`config.mk`:
```
export PLATFORM = sky130hd
export DESIGN_NAME = ysyx_24090012_axi_rd_xbar
export DESIGN_NICKNAME = d
export VERILOG_FILES = /design/src/rtl/ysyx_24090012_axi_rd_xbar.sv
export SDC_FILE = /design/constraint.sdc
export NUM_CORES = 1
export LEC_CHECK = 0
export BUFFER_PORTS_ARGS = -buffer_cell sky130_fd_sc_hd__clkbuf_2
export CORE_MARGIN = 5
export CORE_UTILIZATION = 43
export DETAILED_ROUTE_END_ITERATION = 12
export GPL_TIMING_DRIVEN = 0
export PLACE_DENSITY = 0.82
export SLEW_MARGIN = 10
export SYNTH_ARGS = -nofsm -noshare
export SYNTH_HDL_FRONTEND = slang
export SYNTH_SLANG_ARGS = --single-unit
```
`constraint.sdc`:
```
create_clock -name clk -period 2.5 [get_ports clk]
set_input_delay 0.625 -clock clk [delete_from_list [all_inputs] [get_ports clk]]
set_output_delay 0.625 -clock clk [all_outputs]
set_load 0.03 [all_outputs]
```
`src/rtl/ysyx_24090012_axi_rd_xbar.sv`:
```
// ysyx_24090012_axi_rd_xbar
// One-master / two-slave AXI4-Lite read crossbar. Slave 0 is the CLINT, slave 1 is
// main memory. One read is in flight at a time; unmapped addresses are answered
// locally with DECERR, and a slave that stalls past TIMEOUT cycles gets a local SLVERR.
module ysyx_24090012_axi_rd_xbar #(
  parameter logic [31:0] S0_BASE = 32'h0200_0000,
  parameter logic [31:0] S0_MASK = 32'hFFFF_0000,
  parameter logic [31:0] S1_BASE = 32'h8000_0000,
  parameter logic [31:0] S1_MASK = 32'hF800_0000,
  parameter int unsigned TIMEOUT = 1023
) (
  input  logic        clk,
  input  logic        rst,
  // master (LSU) side
  input  logic        m_arvalid,
  output logic        m_arready,
  input  logic [31:0] m_araddr,
  output logic        m_rvalid,
  input  logic        m_rready,
  output logic [31:0] m_rdata,
  output logic [1:0]  m_rresp,
  // slave 0 (CLINT)
  output logic        s0_arvalid,
  input  logic        s0_arready,
  output logic [31:0] s0_araddr,
  input  logic        s0_rvalid,
  output logic        s0_rready,
  input  logic [31:0] s0_rdata,
  input  logic [1:0]  s0_rresp,
  // slave 1 (memory)
  output logic        s1_arvalid,
  input  logic        s1_arready,
  output logic [31:0] s1_araddr,
  input  logic        s1_rvalid,
  output logic        s1_rready,
  input  logic [31:0] s1_rdata,
  input  logic [1:0]  s1_rresp
);

  localparam logic [1:0] RESP_OKAY   = 2'b00;
  localparam logic [1:0] RESP_SLVERR = 2'b10;
  localparam logic [1:0] RESP_DECERR = 2'b11;

  // A TIMEOUT of zero turns the stall watchdog off entirely.
  localparam bit          TMO_EN   = (TIMEOUT != 32'd0);
  localparam logic [15:0] TMO_LAST = TMO_EN ? 16'(TIMEOUT - 32'd1) : 16'd0;

  typedef enum logic [1:0] {
    IDLE = 2'd0,
    SEND = 2'd1,
    WAIT = 2'd2,
    ERR  = 2'd3
  } state_t;

  // Address window decode helpers.
  function automatic logic hit_s0(input logic [31:0] addr);
    return (addr & S0_MASK) == S0_BASE;
  endfunction

  function automatic logic hit_s1(input logic [31:0] addr);
    return (addr & S1_MASK) == S1_BASE;
  endfunction

  state_t      state_r, state_s;
  logic [31:0] addr_r, addr_s;
  logic        sel_r, sel_s;
  logic [15:0] tmo_cnt_r, tmo_cnt_s;
  logic [1:0]  err_resp_r, err_resp_s;

  // Signals of whichever slave the current transaction targets.
  logic        sel_arready_s;
  logic        sel_rvalid_s;
  logic [31:0] sel_rdata_s;
  logic [1:0]  sel_rresp_s;
  logic        tmo_hit_s;

  // Both slaves see the latched address; only the selected one gets arvalid.
  assign s0_araddr = addr_r;
  assign s1_araddr = addr_r;

  assign sel_arready_s = sel_r ? s1_arready : s0_arready;
  assign sel_rvalid_s  = sel_r ? s1_rvalid  : s0_rvalid;
  assign sel_rdata_s   = sel_r ? s1_rdata   : s0_rdata;
  assign sel_rresp_s   = sel_r ? s1_rresp   : s0_rresp;
  assign tmo_hit_s     = TMO_EN && (tmo_cnt_r == TMO_LAST);

  // State and transaction registers; reset abandons any transfer in flight.
  always_ff @(posedge clk or posedge rst) begin
    if (rst) begin
      state_r    <= IDLE;
      addr_r     <= 32'd0;
      sel_r      <= 1'b0;
      tmo_cnt_r  <= 16'd0;
      err_resp_r <= RESP_OKAY;
    end else begin
      state_r    <= state_s;
      addr_r     <= addr_s;
      sel_r      <= sel_s;
      tmo_cnt_r  <= tmo_cnt_s;
      err_resp_r <= err_resp_s;
    end
  end

  // Next-state logic and all channel outputs, decoded from the current state.
  always_comb begin
    state_s    = state_r;
    addr_s     = addr_r;
    sel_s      = sel_r;
    tmo_cnt_s  = tmo_cnt_r;
    err_resp_s = err_resp_r;
    m_arready  = 1'b0;
    m_rvalid   = 1'b0;
    m_rdata    = 32'd0;
    m_rresp    = RESP_OKAY;
    s0_arvalid = 1'b0;
    s1_arvalid = 1'b0;
    s0_rready  = 1'b0;
    s1_rready  = 1'b0;

    case (state_r)
      IDLE: begin
        m_arready = 1'b1;
        if (m_arvalid) begin
          addr_s    = m_araddr;
          tmo_cnt_s = 16'd0;
          // CLINT is checked first so it wins if the windows ever overlap.
          if (hit_s0(m_araddr)) begin
            sel_s   = 1'b0;
            state_s = SEND;
          end else if (hit_s1(m_araddr)) begin
            sel_s   = 1'b1;
            state_s = SEND;
          end else begin
            err_resp_s = RESP_DECERR;
            state_s    = ERR;
          end
        end else begin
          state_s = IDLE;
        end
      end

      SEND: begin
        tmo_cnt_s  = tmo_cnt_r + 16'd1;
        s0_arvalid = ~sel_r;
        s1_arvalid = sel_r;
        // An address accepted on the last allowed cycle still proceeds.
        if (sel_arready_s) begin
          state_s = WAIT;
        end else if (tmo_hit_s) begin
          err_resp_s = RESP_SLVERR;
          state_s    = ERR;
        end else begin
          state_s = SEND;
        end
      end

      WAIT: begin
        tmo_cnt_s = tmo_cnt_r + 16'd1;
        m_rvalid  = sel_rvalid_s;
        if (sel_rvalid_s) begin
          m_rdata = sel_rdata_s;
          m_rresp = sel_rresp_s;
        end else begin
          m_rdata = 32'd0;
          m_rresp = RESP_OKAY;
        end
        // The CLINT drops its read state on rready alone, so rready is
        // only ever raised alongside the slave's own rvalid.
        s0_rready = ~sel_r & m_rready & s0_rvalid;
        s1_rready = sel_r & m_rready & s1_rvalid;
        if (sel_rvalid_s && m_rready) begin
          state_s = IDLE;
        end else if (tmo_hit_s) begin
          err_resp_s = RESP_SLVERR;
          state_s    = ERR;
        end else begin
          state_s = WAIT;
        end
      end

      ERR: begin
        m_rvalid = 1'b1;
        m_rdata  = 32'd0;
        m_rresp  = err_resp_r;
        if (m_rready) begin
          state_s = IDLE;
        end else begin
          state_s = ERR;
        end
      end

      default: begin
        state_s = IDLE;
      end
    endcase
  end

endmodule

```
==> results.sh <==
export IMPL_status="finished clean"
export IMPL_cp_max_fo=10
export IMPL_synthToLayoutAreaGrowth_pct=40.56
export IMPL_io_pins=212
export IMPL_synth_edf_count=0
export IMPL_hpwl_mm=8.311
export IMPL_grt_pass1_vias=3297
export IMPL_antenna_found_initial=0
export IMPL_worstRegToRegCells=6
export IMPL_grt_use_total=0.2025
export IMPL_r2r_start="state_r[0]$_DFF_PP0_"
export IMPL_fin_nets=655
export IMPL_die_area_um2=9408
export IMPL_via_per_inst=4.975
export IMPL_critPathLaunchType="register"
export IMPL_fin_util=0.6273
export IMPL_ir_worst_vdd_v=0.0007653
export IMPL_timing_final_ws_setup_ns=0.1247
export IMPL_die_y_um=97.00
export IMPL_worstPathRequired_ns=1.88
export IMPL_io_buffer_count=211
export IMPL_initial_core_util=0.4463
export IMPL_dp_slack_ns=-0.008073
export IMPL_fillers=616
export IMPL_grt_overflow_total=0
export IMPL_layout_drive_gt1_share=0.5572
export IMPL_syn_area_um2=3254
export IMPL_rsz0062_at_grt="no"
export IMPL_cts_tree="built"
export IMPL_cts_hold_buf=0
export IMPL_critical_path_class="reg -> out"
export IMPL_routed_wirelength_mm=9.837
export IMPL_final_max_slew_viol_count=0
export IMPL_htree_levels=2
export IMPL_first_pass_iters=4
export IMPL_clkSinkCount=53
export IMPL_die_w_um=97.00
export IMPL_end_kind="primary output"
export IMPL_syn_nets=437
export IMPL_synthDistinctLibCells=44
export IMPL_grt_pass1_wl_mm=16.10
export IMPL_ctsRootBufferMaster="clkbuf_8"
export IMPL_async_flop_share=1.000
export IMPL_hold_viol=0
export IMPL_post_cts_setup_buffer_count=0
export IMPL_crit_start="sel_r$_DFFE_PP0P_"
export IMPL_syn_inst=323
export IMPL_rrSetupSlack_ns=0.36
export IMPL_gp_congestion=0.8423
export IMPL_synth_seq_cells=53
export IMPL_setup_violations=0
export IMPL_grt_max_degree=30
export IMPL_timing_final_crit_period_ns=2.375
export IMPL_row_count=31
export IMPL_drv_cap=0
export IMPL_synthFlopType="dfrtp_1"
export IMPL_timing_final_crit_share=0.9501
export IMPL_cts_made_buffers=5
export IMPL_critPathCapture="m_rdata[18]"
export IMPL_clk_path_buf_depth=2
export IMPL_numPlacedInstances=634
export IMPL_fin_skew_ns=0.008331
export IMPL_ant_nets=0
export IMPL_r2r_end="s0_araddr[5]$_DFFE_PP0P_"
export IMPL_drt_iter0_drc=117
export IMPL_clk_latency_ns=0.30
export IMPL_final_cells=641
export IMPL_power_leakage_nw=2.429
export IMPL_core_area_um2=7292
export IMPL_seq_area_frac_synth=0.4075
export IMPL_arrival_ns=1.75
export IMPL_ys_warn_count=0
export IMPL_tns_ns=0
export IMPL_fmax_mhz=421.0
export IMPL_hold_ws_ns=0.3434
export IMPL_via_count=3189
export IMPL_antennaDiodeCount=0
export IMPL_worstMarginPinSlew_ns=0.5499
export IMPL_avgSynthCellArea_um2=10.08
export IMPL_power_density_nw_per_um2=1328
export IMPL_drc=0
export IMPL_min_path_type="in -> async"
export IMPL_wl_per_cell_um=15.35
export IMPL_maxSlewHeadroom=0.6328
export IMPL_clk_pin_slew_worst_paths_ns=0.09
state kept, by name (all words and copies together), names as in the netlist:
register and count:
sel_r 1, state_r 2, tmo_cnt_r 16, s0_araddr 32, err_resp_r 2
worst min path at each step:
| stage | start | to | slack, ns | cells after the start |
|---|---|---|---|---|
| after floorplan | err_resp_r[1]$_DFFE_PP0P_ | err_resp_r[1]$_DFFE_PP0P_ | 0.44 | 1 |
| after global placement | err_resp_r[1]$_DFFE_PP0P_ | err_resp_r[1]$_DFFE_PP0P_ | 0.46 | 1 |
| after detailed placement | err_resp_r[1]$_DFFE_PP0P_ | err_resp_r[1]$_DFFE_PP0P_ | 0.46 | 1 |
| after CTS | rst | s0_araddr[5]$_DFFE_PP0P_ | 0.36 | 2 |
| after global routing | rst | s0_araddr[18]$_DFFE_PP0P_ | 0.37 | 2 |
| final | rst | s0_araddr[5]$_DFFE_PP0P_ | 0.34 | 2 |
area by class of cell:
type / instances / area (um2) / share of cell area
Sequential cell: 53 / 1328 / 0.2902
Clock inverter: 2 / 13.76 / 0.003009
Inverter: 8 / 30.03 / 0.006565
Timing Repair Buffer: 212 / 1079 / 0.2358
Multi-Input combinational cell: 216 / 1610 / 0.3520
Tap cell: 99 / 123.9 / 0.02708
Buffer: 45 / 317.8 / 0.06947
Clock buffer: 6 / 72.57 / 0.01586
logic make-up after synthesis:
logic type,after synthesis,synth area share
compound gates,34,0.06344
mux,72,0.2361
flops,53,0.4075
fa+ha+maj,6,0.02307
xor+xnor,3,0.008075
simple gates,101,0.1596
buf+inv,54,0.1023
synth_stat cells, drive strengths merged, types with 3 or more instances:
library cell	n	area [um2]
dfrtp	53	1326
inv	8	30.03
ha	6	75.07
or3	6	37.54
o21ai	12	60.06
mux2i	37	370.4
and4	3	26.28
clkbuf	11	41.29
mux2	35	397.9
nand3	7	40.04
buf	35	261.5
nand2b	5	31.28
a21oi	11	55.05
nor2	39	146.4
nand4	4	25.02
and3	4	25.02
nand2	15	56.30
and2	4	25.02
nor4	3	18.77
or4	3	26.27
metal layers:
| metal | global-route usage | wire length [um] |
|---|---|---|
| met5 | 0 | 0 |
| met4 | 0.06479 | 215 |
| met3 | 0.04892 | 569 |
| met2 | 0.3779 | 5414 |
| met1 | 0.2240 | 3637 |
power breakdown:
| part | internal (mW) | total [mW] | leakage, nW | switching (mW) |
|---|---|---|---|---|
| Combinational | 1.56 | 4.14 | 1.73 | 2.58 |
| Clock | 0.200 | 0.476 | 0.0456 | 0.276 |
| Sequential | 1.19 | 1.46 | 0.649 | 0.269 |
| Total | 2.95 | 6.08 | 2.43 | 3.13 |
stage by stage:
step / instance area (um2) / power (mW)
2_1_floorplan: 3254 / 4.526
4_1_cts: 4558 / 6.083
6_report: 4574 / 6.075
3_3_place_gp: 4434 / 5.465
3_5_place_dp: 4454 / 5.587
5_1_grt: 4574 / 6.450
layout by cell type (no fill, tap or decap), types with 2 or more instances in the layout:
| cell | n |
|---|---|
| nor4_1 | 3 |
| o21ai_0 | 12 |
| nand3_1 | 6 |
| clkbuf_1 | 6 |
| mux2_2 | 34 |
| nor2b_1 | 2 |
| inv_1 | 7 |
| o31ai_1 | 2 |
| clkbuf_8 | 5 |
| or3_1 | 6 |
| and4_1 | 3 |
| nor2_1 | 39 |
| mux2i_1 | 37 |
| buf_4 | 34 |
| or4_1 | 2 |
| and2_1 | 4 |
| clkbuf_2 | 211 |
| clkbuf_4 | 4 |
| nand2b_1 | 5 |
| ha_1 | 5 |
| and3_1 | 4 |
| a21oi_1 | 11 |
| nand2_1 | 14 |
| dfrtp_1 | 52 |
| xor2_1 | 2 |
| nand4_1 | 4 |
repair_timing:
item | CTS | global route
pin swaps | 0 | 0
gates resized for setup | 11 | 6
endpoints found under the setup margin | 32 | 30
critical path, cell delays in order (launching register included):
cell	delay [ns]
dfrtp_2	0.43
mux2_2	0.38
nand2_2	0.15
clkbuf_4	0.22
nor2_1	0.07
clkbuf_4	0.18
No activity file was read; power rests on OpenSTA's default activity.
